<file path="src/rtl/usb_rx_word_packer.sv">
// Packs the SIE receive byte stream into 32-bit little-endian words for RAM port A.
// Optional: define USB_RX_PACKER_ZERO_FILL_EN to make flush writes clear unused lanes.
module usb_rx_word_packer #(
  parameter int unsigned Width       = 32,
  parameter int unsigned Depth       = 1024,
  parameter int unsigned MaxPktBytes = 64
) (
  input  logic                               clk_i,
  input  logic                               rst_ni,
  input  logic                               pkt_start_i,
  input  logic [31:0]                        buf_base_i,
  input  logic                               rx_valid_i,
  input  logic [7:0]                         rx_data_i,
  input  logic                               pkt_end_i,
  input  logic                               pkt_abort_i,
  output logic                               rx_ready_o,
  output logic                               ram_req_o,
  output logic                               ram_write_o,
  output logic [31:0]                        ram_addr_o,
  output logic [Width-1:0]                   ram_wdata_o,
  output logic [Width-1:0]                   ram_wmask_o,
  output logic                               pkt_done_o,
  output logic                               pkt_err_o,
  output logic [$clog2(MaxPktBytes+1)-1:0]   byte_cnt_o
);

  localparam int unsigned CW = $clog2(MaxPktBytes + 1);
  localparam int unsigned AW = (Depth > 1) ? $clog2(Depth) : 1;

  localparam logic [1:0] IDLE   = 2'd0;
  localparam logic [1:0] ACTIVE = 2'd1;
  localparam logic [1:0] DRAIN  = 2'd2;

  localparam logic [CW-1:0] MAX_CNT  = CW'(MaxPktBytes);
  localparam logic [AW-1:0] LAST_PTR = AW'(Depth - 1);

  logic [1:0]       state;
  logic [AW-1:0]    ptr;
  logic [CW-1:0]    count;
  logic [Width-1:0] acc;
  logic [3:0]       lane_valid;

  logic [1:0]       lane;
  logic             accept;
  logic             overflow;
  logic             write_now;
  logic [Width-1:0] acc_nxt;
  logic [3:0]       valid_nxt;
  logic [Width-1:0] valid_mask;
  logic [Width-1:0] flush_mask;
  logic [AW-1:0]    ptr_nxt;
  logic [AW-1:0]    start_ptr;

  assign rx_ready_o  = (state == ACTIVE) || (state == DRAIN);
  assign ram_write_o = ram_req_o;
  assign byte_cnt_o  = count;

  // Merge the current byte into the accumulator view so a byte arriving with
  // pkt_end_i, or the byte completing lane 3, is part of the same write.
  always_comb begin
    lane      = count[1:0];
    accept    = (state == ACTIVE) && rx_valid_i && (count < MAX_CNT);
    overflow  = (state == ACTIVE) && rx_valid_i && (count == MAX_CNT);
    acc_nxt   = acc;
    valid_nxt = lane_valid;
    for (int unsigned i = 0; i < 4; i++) begin
      if (accept && (lane == 2'(i))) begin
        acc_nxt[8*i +: 8] = rx_data_i;
        valid_nxt[i]      = 1'b1;
      end
    end
    for (int unsigned i = 0; i < 4; i++) begin
      valid_mask[8*i +: 8] = {8{valid_nxt[i]}};
    end
`ifdef USB_RX_PACKER_ZERO_FILL_EN
    flush_mask = '1;
`else
    flush_mask = valid_mask;
`endif
    write_now = (accept && (lane == 2'd3)) ||
                (((state == ACTIVE) || (state == DRAIN)) && pkt_end_i && (|valid_nxt));
    ptr_nxt   = (ptr == LAST_PTR) ? '0 : ptr + AW'(1);
    start_ptr = AW'(buf_base_i % 32'(Depth));
  end

  always_ff @(posedge clk_i or negedge rst_ni) begin
    if (!rst_ni) begin
      state       <= IDLE;
      ptr         <= '0;
      count       <= '0;
      acc         <= '0;
      lane_valid  <= '0;
      ram_req_o   <= 1'b0;
      ram_addr_o  <= '0;
      ram_wdata_o <= '0;
      ram_wmask_o <= '0;
      pkt_done_o  <= 1'b0;
      pkt_err_o   <= 1'b0;
    end else begin
      ram_req_o  <= 1'b0;
      pkt_done_o <= 1'b0;
      if (pkt_abort_i) begin
        state      <= IDLE;
        acc        <= '0;
        lane_valid <= '0;
      end else if (pkt_start_i) begin
        state      <= ACTIVE;
        ptr        <= start_ptr;
        count      <= '0;
        acc        <= '0;
        lane_valid <= '0;
        pkt_err_o  <= 1'b0;
      end else begin
        case (state)
          IDLE: ;
          ACTIVE, DRAIN: begin
            if (accept) count <= count + CW'(1);
            if (overflow) pkt_err_o <= 1'b1;
            if (write_now) begin
              ram_req_o   <= 1'b1;
              ram_addr_o  <= 32'(ptr);
              ram_wdata_o <= acc_nxt;
              ram_wmask_o <= flush_mask;
              ptr         <= ptr_nxt;
              acc         <= '0;
              lane_valid  <= '0;
            end else begin
              acc        <= acc_nxt;
              lane_valid <= valid_nxt;
            end
            if (pkt_end_i) begin
              pkt_done_o <= 1'b1;
              state      <= IDLE;
            end else if (overflow) begin
              state <= DRAIN;
            end
          end
          default: state <= IDLE;
        endcase
      end
    end
  end

endmodule
</file>
<file path="config.mk">
export PLATFORM = sky130hd
export DESIGN_NAME = usb_rx_word_packer
export DESIGN_NICKNAME = d
export VERILOG_FILES = /design/src/rtl/usb_rx_word_packer.sv
export SDC_FILE = /design/constraint.sdc
export NUM_CORES = 1
export LEC_CHECK = 0
export CAP_MARGIN = 40
export CORE_MARGIN = 3
export CORE_UTILIZATION = 51
export CTS_BUF_LIST = sky130_fd_sc_hd__clkbuf_16
export DETAILED_ROUTE_END_ITERATION = 12
export MAX_ROUTING_LAYER = met4
export PLACE_DENSITY_LB_ADDON = 0.1
export SLEW_MARGIN = 15
export SYNTH_ARGS = -nofsm -noshare
export SYNTH_HDL_FRONTEND = slang
export SYNTH_SLANG_ARGS = --single-unit
</file>
<file path="constraint.sdc">
create_clock -name clk_i -period 3.4 [get_ports clk_i]
set_input_delay 1.02 -clock clk_i [delete_from_list [all_inputs] [get_ports clk_i]]
set_output_delay 1.02 -clock clk_i [all_outputs]
set_load 0.05 [all_outputs]
</file>
After elaboration in Yosys (flattened, before gate mapping)
Index checks and enable logic that the tools add are counted.
Widths: inputs -> output; s select.
Word-level totals
  output and inout port bits: 108
  register bits: 125
  input bits: 46
Cells by class
  bitwise logic cells: 2
  magnitude comparators: 1
  reduce and logical (&&, ||, !) cells: 25
  mux-type cells: 39
  add/subtract/negate cells: 2
  eq/ne operators: 9
Operator list (number)
  $mux 32: 4
  $mux 10: 4
  $mux 8: 4
  $mux 7: 3
  $mux 4: 4
  $mux 1: 15
  $add 10x1->10 const B: 1
  $eq 10x10->1 const B: 1
  $logic_and 1x1->1: 9
  $reduce_and 3->1: 3
  $mux 2: 4
  $reduce_bool 2->1: 4
  $add 7x1->7 const B: 1
  $eq 7x7->1 const B: 1
  $lt 7x7->1 const B: 1
  $eq 2x2->1 const B: 3
  $ne 5x5->1 const B: 1
  $eq 2x1->1 const B: 2
  $logic_not 2->1: 2
  $pmux 2 s2: 1
  $reduce_and 4->1: 1
  $reduce_or 4->1: 1
  $ne 3x3->1 const B: 1
  $reduce_bool 3->1: 1
  other kinds (4): 6

Logic depth before layout (Yosys ltp)
Gate-level depths: netlist of the first run.
  depth in word-level cells: 12
  gate-level depth with buffers: 10

Worst setup path before layout of the first run
OpenSTA, ideal clock, no wires.
  kind: in2reg
  from: input pkt_start_i
  to: register ram_addr_o[9]
  setup slack: 0.817 ns
  setup time: 0.125 ns
  arrival time: 2.457 ns
  stages on the path: 9
  cell sequence: buf_2 > nor2b_1 > buf_2 > a31oi_1 > o21a_4 > or2_4 > buf_6 > buf_6 > mux2_4
Between the ends
  longest elaborated chain between the ends: 2
RTL lines
  start, declared: RTL line 10  | input logic pkt_start_i,
  $not 1->1 (no source line)
  $reduce_and 4->1 (no source line)
  end signal, assigned: RTL line 121  | ram_addr_o <= 32'(ptr);
  end, declared: RTL line 19  | output logic [31:0] ram_addr_o,
Every way passes these cells.
A chain may end at the register's enable or synchronous reset.

Final worst setup path of the first run
  from: register state[0]
  to: output rx_ready_o
Between the ends
  longest elaborated chain between the ends: 2
RTL lines
  start, declared: RTL line 37  | logic [1:0] state;
  start signal, assigned: RTL line 88  | state <= IDLE;
  start signal, assigned: RTL line 103  | state <= IDLE;
  start signal, assigned: RTL line 107  | state <= ACTIVE;
  $eq 2x1->1 or $eq 2x2->1 (tied branches): RTL line 54  | assign rx_ready_o = (state == ACTIVE) || (state == DRAIN);
  $logic_or 1x1->1 (*): RTL line 54
  end, declared: RTL line 16  | output logic rx_ready_o,
Mark *: on every way between the ends. The rest lies on a longest branch, timed or not.

==> metrics.yaml, run 1 <==
routing:
  drtPass1Iterations: 5
  routedWlPerCell_um: 17.5
  wl_mm: 12.0
  dr_total_vias: 3849
  final_antenna_net_count: 0
  drt_iter0_drc: 155
  viasPerCell: 5.62
  drc: 0
synth:
  synth_common_cells: "dfrtp_1, o21ai_0, buf_4"
  syn_avg_cell_area_um2: 10.7
  ys_ff_latch: 104
  ys_seq_area_share_pct: 51.4
  synthMuxAreaShare_pct: 9.24
  synthArstFlopShare_pct: 100
  synthTopCellsByArea: "dfrtp_1, o21ai_0, buf_4, mux2i_1, a22o_1"
  yosysTopAreaCell: "dfrtp_1"
  synthAdderAreaFrac_pct: 1.73
  synth_compound_area_share_pct: 17.3
  synth.top_cell.area_share_pct: 51.4
  synth_area_um2: 5060
  synthDistinctLibCells: 50
  yosys.area_share.simple_pct: 9.29
  synthXorXnorAreaFrac_pct: 0.692
  syn_inst: 471
  synthMostInstantiatedCell: "dfrtp_1"
  synth_edf_count: 0
  synth_flop_cell: "dfrtp_1"
  yosysWarningCount: 0
  synth_top_family_by_area: "compound AO/OA/AOI/OAI gates"
sta:
  clock_skew_ns: 0.00839
  setup_violations: 0
  fin_crit_ns: 2.99
  fin_tns_setup_ns: 0
  drv_slew: 0
  worst_pin_slew_ns: 0.681
  final.period_utilization_pct: 88.0
  fmax_ghz: 0.334
  timing.final.hold_violations: 0
  rsz0062_at_grt: "no"
  slew-limit-headroom_pct: 54.5
worst_setup_path:
  end_kind: "primary output"
  required_ns: 2.38
  worstPathCellList: "inv_1, ha_1, clkdlybuf4s50_1"
  path_class: "register to primary output"
  slowest_delay_ns: 0.83
  cp-start-kind: "register"
  rr_worst_depth: 7
  cp.depth: 3
  critPathBufInv: 2
  slowest_stage: "clkdlybuf4s50_1"
  cp_max_fo: 6
  crit_family: "buffers and inverters"
  crit_arrival_ns: 1.97
final_layout:
  multiInputGateArea_um2: 2020
  drive_above_1_share_pct: 8.27
  nFillCells: 764
  diodes: 0
  regArea_um2: 2600
  syn_to_final_growth_pct: 24.7
  final_area_um2: 6310
  nets: 604
floorplan:
  fp.dieW_um: 106
  initial_utilization_pct: 53.5
  pin_count: 154
  std_cell_rows: 35
  core_um2: 9460
  die_area_um2: 11200
  die_height_um: 106
clock_tree:
  cts-buffers-inserted: 9
  clockBufferDepth: 2
  cts.hold.buffers_added: 0
  clk-insertion-delay-late_ns: 0.34
  clock-sinks: 104
  postCtsSetupBuffers: 0
  ctsRootBufferMaster: "clkbuf_16"
  cts.repair.resized: 0
  clkTransAtPathRegs_ns: 0.07
  htreeDepth: 3
  cts_tree: "done"
global_route:
  gr-usage-all-layers_pct: 22.6
  grt_max_degree: 52
  grt_overflow: 0
  grt_pass1_wl_mm: 19.9
  antenna_found_initial: 0
  grt_pass1_vias: 3813
placement:
  placed_area_um2: 6010
  hpwl_mm: 8.24
  portBuffers: 109
  gp_congestion: 0.849
power:
  p_leak_nw: 2.94
  ir_worst_vdd_mv: 0.240
  p_per_area_nw_per_um2: 501
hold_path:
  hold_path_depth: 1
  hold_path.class: "register to register"
flow_run:
  maxCapViolCount: 0
status:
  outcome: "complete, no violations"
## report_power, final
| group | leakage (nW) | switching (W) | total (W) | internal [W] |
|---|---|---|---|---|
| Clock | 0.142 | 0.000477 | 0.00105 | 0.000578 |
| Combinational | 1.40 | 0.000493 | 0.000729 | 0.000236 |
| Sequential | 1.40 | 0.0000682 | 0.00138 | 0.00131 |
| Total | 2.94 | 0.00104 | 0.00316 | 0.00213 |
## cell type report
type / count / area share [%]
multi-input cells: 306 / 32.0
flip-flops and latches: 104 / 41.2
well taps: 129 / 2.56
clock buffers: 9 / 3.57
repair buffers: 122 / 19.0
clock inverters: 7 / 1.23
inverters: 8 / 0.476
## worst reg2reg max path, stage by stage (launching register included)
cell     delay [ns]
dfrtp_1        0.38
inv_1          0.05
ha_1           0.37
nor3b_1        0.27
and2_1         0.23
o21ai_0        0.18
nor2_1         0.52
a22o_1         0.25
## registers in the layout, indices dropped and copies added (netlist names)
register and count:
ram_req_o 1, ptr 10, ram_addr_o 10, ram_wdata_o 32, state 2, lane_valid 4
ram_wmask_o 4, acc 32, byte_cnt_o 7, pkt_err_o 1, pkt_done_o 1
## cells in the final DEF, fill, tap and decap left out, drive strengths merged, types with 3 or more instances in the layout
cell type	instances
nand4b	4
clkbuf	9
nor3	4
nor2b	3
dfrtp	104
clkdlybuf4s50	108
mux2	11
a31oi	3
and4	3
ha	7
xor2	3
a22o	24
inv	10
mux2i	34
nand2	21
conb	22
o21ai	85
nor2	18
and3	4
buf	14
a21oi	11
nand3	6
and2	13
## metal layers
metal	vias to the layer above	wire, um	track usage, %
met5	-	0	-
met4	0	97	5.83
met3	10	802	2.94
met2	162	5770	35.5
met1	1906	5300	31.6
li1	1771	-	-
## metrics by stage
stage | std cells | utilization (%) | hold WS [ns] | total power (W) | worst slack (ns)
after floorplan | 492 | - | 0.453 | 0.00191 | 0.817
after global placement | 669 | 63.5 | 0.469 | 0.00212 | 0.261
after detailed placement | 669 | 63.5 | 0.475 | 0.00214 | 0.226
after CTS | 685 | 66.7 | 0.494 | 0.00318 | 0.401
after global routing | 685 | 66.7 | 0.512 | 0.00328 | 0.307
final | 685 | 66.7 | 0.491 | 0.00316 | 0.409
## path summary, 6_finish.rpt
kind,from,endpoint,slack [ns]
setup / recovery,state[0]$_DFFE_PN0P_,rx_ready_o,0.41
hold / removal,acc[27]$_DFFE_PN0P_,acc[27]$_DFFE_PN0P_,0.49
hold reg to reg,acc[27]$_DFFE_PN0P_,acc[27]$_DFFE_PN0P_,0.49
max in group asynchronous,rst_ni,ram_wdata_o[31]$_DFFE_PN0P_,2.02
min in group asynchronous,rst_ni,ptr[2]$_DFFE_PN0P_,0.71
setup reg to reg,state[0]$_DFFE_PN0P_,acc[19]$_DFFE_PN0P_,1.08
## cells by family after synthesis
group / Yosys count
compound gates: 140
other cells: 1
flops: 104
xor+xnor: 4
buf+inv: 82
mux: 45
fa+ha+maj: 7
simple gates: 88
(Power assumes the default switching activity.)
==> inputs of run 2 (changes only) <==
REMOVE_ABC_BUFFERS = 1   (was not set)
==> run 2 against run 1 <==
  * First-iteration DRC count grew 55%
  * Global-route usage shrank 0.30 points
  * Clock skew shrank 0.0012 ns
  * Utilization shrank 0.26 points
  * Final area shrank 0.40%
  * Non-clock buffer count grew 2
  * Routed wire length shrank 1.3%
  * Fmax shrank 2.5%
  * Setup slack lost 0.075 ns
  * Count of clock-buffer cells in the layout is the same
  * Critical endpoint unchanged
  * Sequential cell count is the same
  * Highest routed layer unchanged
==> metrics.yaml, run 2 (synthesis gave the netlist of run 1 again) <==
power:
  p_per_area_nw_per_um2: 483  # was 501 nW/um2
  p_leak_nw: 2.94  # about the same
  ir_worst_vdd_mv: 0.276  # was 0.240 mV
routing:
  final_antenna_net_count: 0  # unchanged
  drc: 0  # unchanged
  dr_total_vias: 3884  # was 3849
  drt_iter0_drc: 240  # was 155
  viasPerCell: 5.65  # was 5.62
  drtPass1Iterations: 4  # was 5
  routedWlPerCell_um: 17.2  # was 17.5 um
  wl_mm: 11.8  # was 12.0 mm
final_layout:
  nFillCells: 734  # was 764
  mostFrequentLayoutCells: "clkdlybuf4s50_1, dfrtp_1, o21ai_0"  # unchanged
  nets: 606  # was 604
  diodes: 0  # unchanged
  layout_commonest_cell: "clkdlybuf4s50_1"  # unchanged
  reg_top3: "acc x32, ram_wdata_o x32"  # unchanged
  final_area_um2: 6290  # was 6310 um2
  syn_to_final_growth_pct: 24.2  # was 24.7%
  drive_above_1_share_pct: 8.24  # was 8.27%
clock_tree:
  clkTransAtPathRegs_ns: 0.06  # was 0.07 ns
  clockBufferDepth: 2  # unchanged
  clock-sinks: 104  # unchanged
  cts-buffers-inserted: 9  # unchanged
  cts_tree: "done"  # unchanged
  postCtsSetupBuffers: 0  # unchanged
  ctsRootBufferMaster: "clkbuf_16"  # unchanged
  cts.hold.buffers_added: 0  # unchanged
  htreeDepth: 3  # unchanged
  clk-insertion-delay-late_ns: 0.34  # about the same
  cts.repair.resized: 0  # unchanged
sta:
  drv_slew: 0  # unchanged
  fin_crit_ns: 3.07  # was 2.99 ns
  rsz0062_at_grt: "no"  # unchanged
  slew-limit-headroom_pct: 49.3  # was 54.5%
  hold_ws_ns: 0.491  # about the same
  setup_violations: 0  # unchanged
  worst_pin_slew_ns: 0.756  # was 0.681 ns
  final.period_utilization_pct: 90.2  # was 88.0%
  timing.final.hold_violations: 0  # unchanged
  clock_skew_ns: 0.00719  # was 0.00839 ns
  fmax_ghz: 0.326  # was 0.334 GHz
worst_setup_path:
  worstPathCellList: "inv_1, ha_1, clkdlybuf4s50_1"  # unchanged
  end_kind: "primary output"  # unchanged
  path_class: "register to primary output"  # unchanged
  required_ns: 2.38  # about the same
  slowest_stage: "clkdlybuf4s50_1"  # unchanged
  crit_arrival_ns: 2.05  # was 1.97 ns
  slowest_delay_ns: 0.85  # was 0.83 ns
  cp_max_fo: 6  # unchanged
  cp-start-kind: "register"  # unchanged
global_route:
  grt_pass1_vias: 3764  # was 3813
  grt_pass1_wl_mm: 19.6  # was 19.9 mm
  grt_max_degree: 52  # unchanged
  grt_overflow: 0  # unchanged
  gr-usage-all-layers_pct: 22.3  # was 22.6%
  antenna_found_initial: 0  # unchanged
placement:
  gp_congestion: 0.891  # was 0.849
  portBuffers: 109  # unchanged
  placed_area_um2: 6020  # was 6010 um2
  hpwl_mm: 8.35  # was 8.24 mm
floorplan:
  core_um2: 9460  # unchanged
  pin_count: 154  # unchanged
  die_height_um: 106  # unchanged
  die_area_um2: 11200  # unchanged
  fp.dieW_um: 106  # unchanged
  initial_utilization_pct: 53.5  # unchanged
  std_cell_rows: 35  # unchanged
hold_path:
  hold_path.class: "register to register"  # unchanged
flow_run:
  maxCapViolCount: 0  # unchanged
status:
  outcome: "complete, no violations"  # unchanged
-- run 2: changes by cell type in the layout (fill, tap and decap cells not counted), sizes merged --
cell,before,now
bufinv,1,0
buf,14,16
clkinvlp,2,1
clkinv,2,4
-- run 2: routing by layer --
metal | part of all wire, % | track usage [%] | wire length, um | vias to the layer above
met5 | 0 | - | 0 | -
met4 | 1.1 | 7.22 | 125 | 0
met3 | 7.5 | 2.82 | 882 | 10
met2 | 47 | 34.3 | 5510 | 178
met1 | 45 | 31.2 | 5290 | 1924
li1 | - | - | - | 1772
-- run 2: metrics by stage --
step	worst slack [ns]	utilization, %	setup TNS (ns)	instances	power (W)
global placement	0.266	63.7	0	671	0.00212
CTS	0.348	66.5	0	687	0.00306
finish	0.334	66.5	0	687	0.00304
global route	0.292	66.5	0	687	0.00316
detailed placement	0.189	63.7	0	671	0.00213
floorplan	-0.300	-	-9.59	418	0.00185
-- run 2: cell type report --
class,count,area [um2],share of cell area [%]
Tap cell,129,161,2.57
Clock inverter,7,37.5,0.597
Clock buffer,9,225,3.58
Multi-Input combinational cell,306,2020,32.1
Inverter,8,30.0,0.478
Sequential cell,104,2600,41.4
Timing Repair Buffer,124,1210,19.3
-- run 2: final timing paths --
| path | from | endpoint | slack (ns) | cells past startpoint |
|---|---|---|---|---|
| max in group asynchronous | rst_ni | ptr[7]$_DFFE_PN0P_ | 2.01 | 2 |
| hold reg to reg | acc[27]$_DFFE_PN0P_ | acc[27]$_DFFE_PN0P_ | 0.49 | 1 |
| min in group asynchronous | rst_ni | byte_cnt_o[3]$_DFFE_PN0P_ | 0.70 | 1 |
| setup / recovery | state[0]$_DFFE_PN0P_ | rx_ready_o | 0.33 | 3 |
| hold / removal | acc[27]$_DFFE_PN0P_ | acc[27]$_DFFE_PN0P_ | 0.49 | 1 |
| setup reg to reg | state[0]$_DFFE_PN0P_ | acc[18]$_DFFE_PN0P_ | 0.86 | 7 |
-- run 2: report_power, final --
part	internal [W]	switching [W]
clock	0.000489	0.000443
combinational	0.000237	0.000491
sequential	0.00131	0.0000676
-- run 2: critical path, delay by kind of cell, from the launching register on --
family	cells	cell delay, ns
buffers and inverters	2	0.91
DFF	1	0.37
adders and majority gates	1	0.43
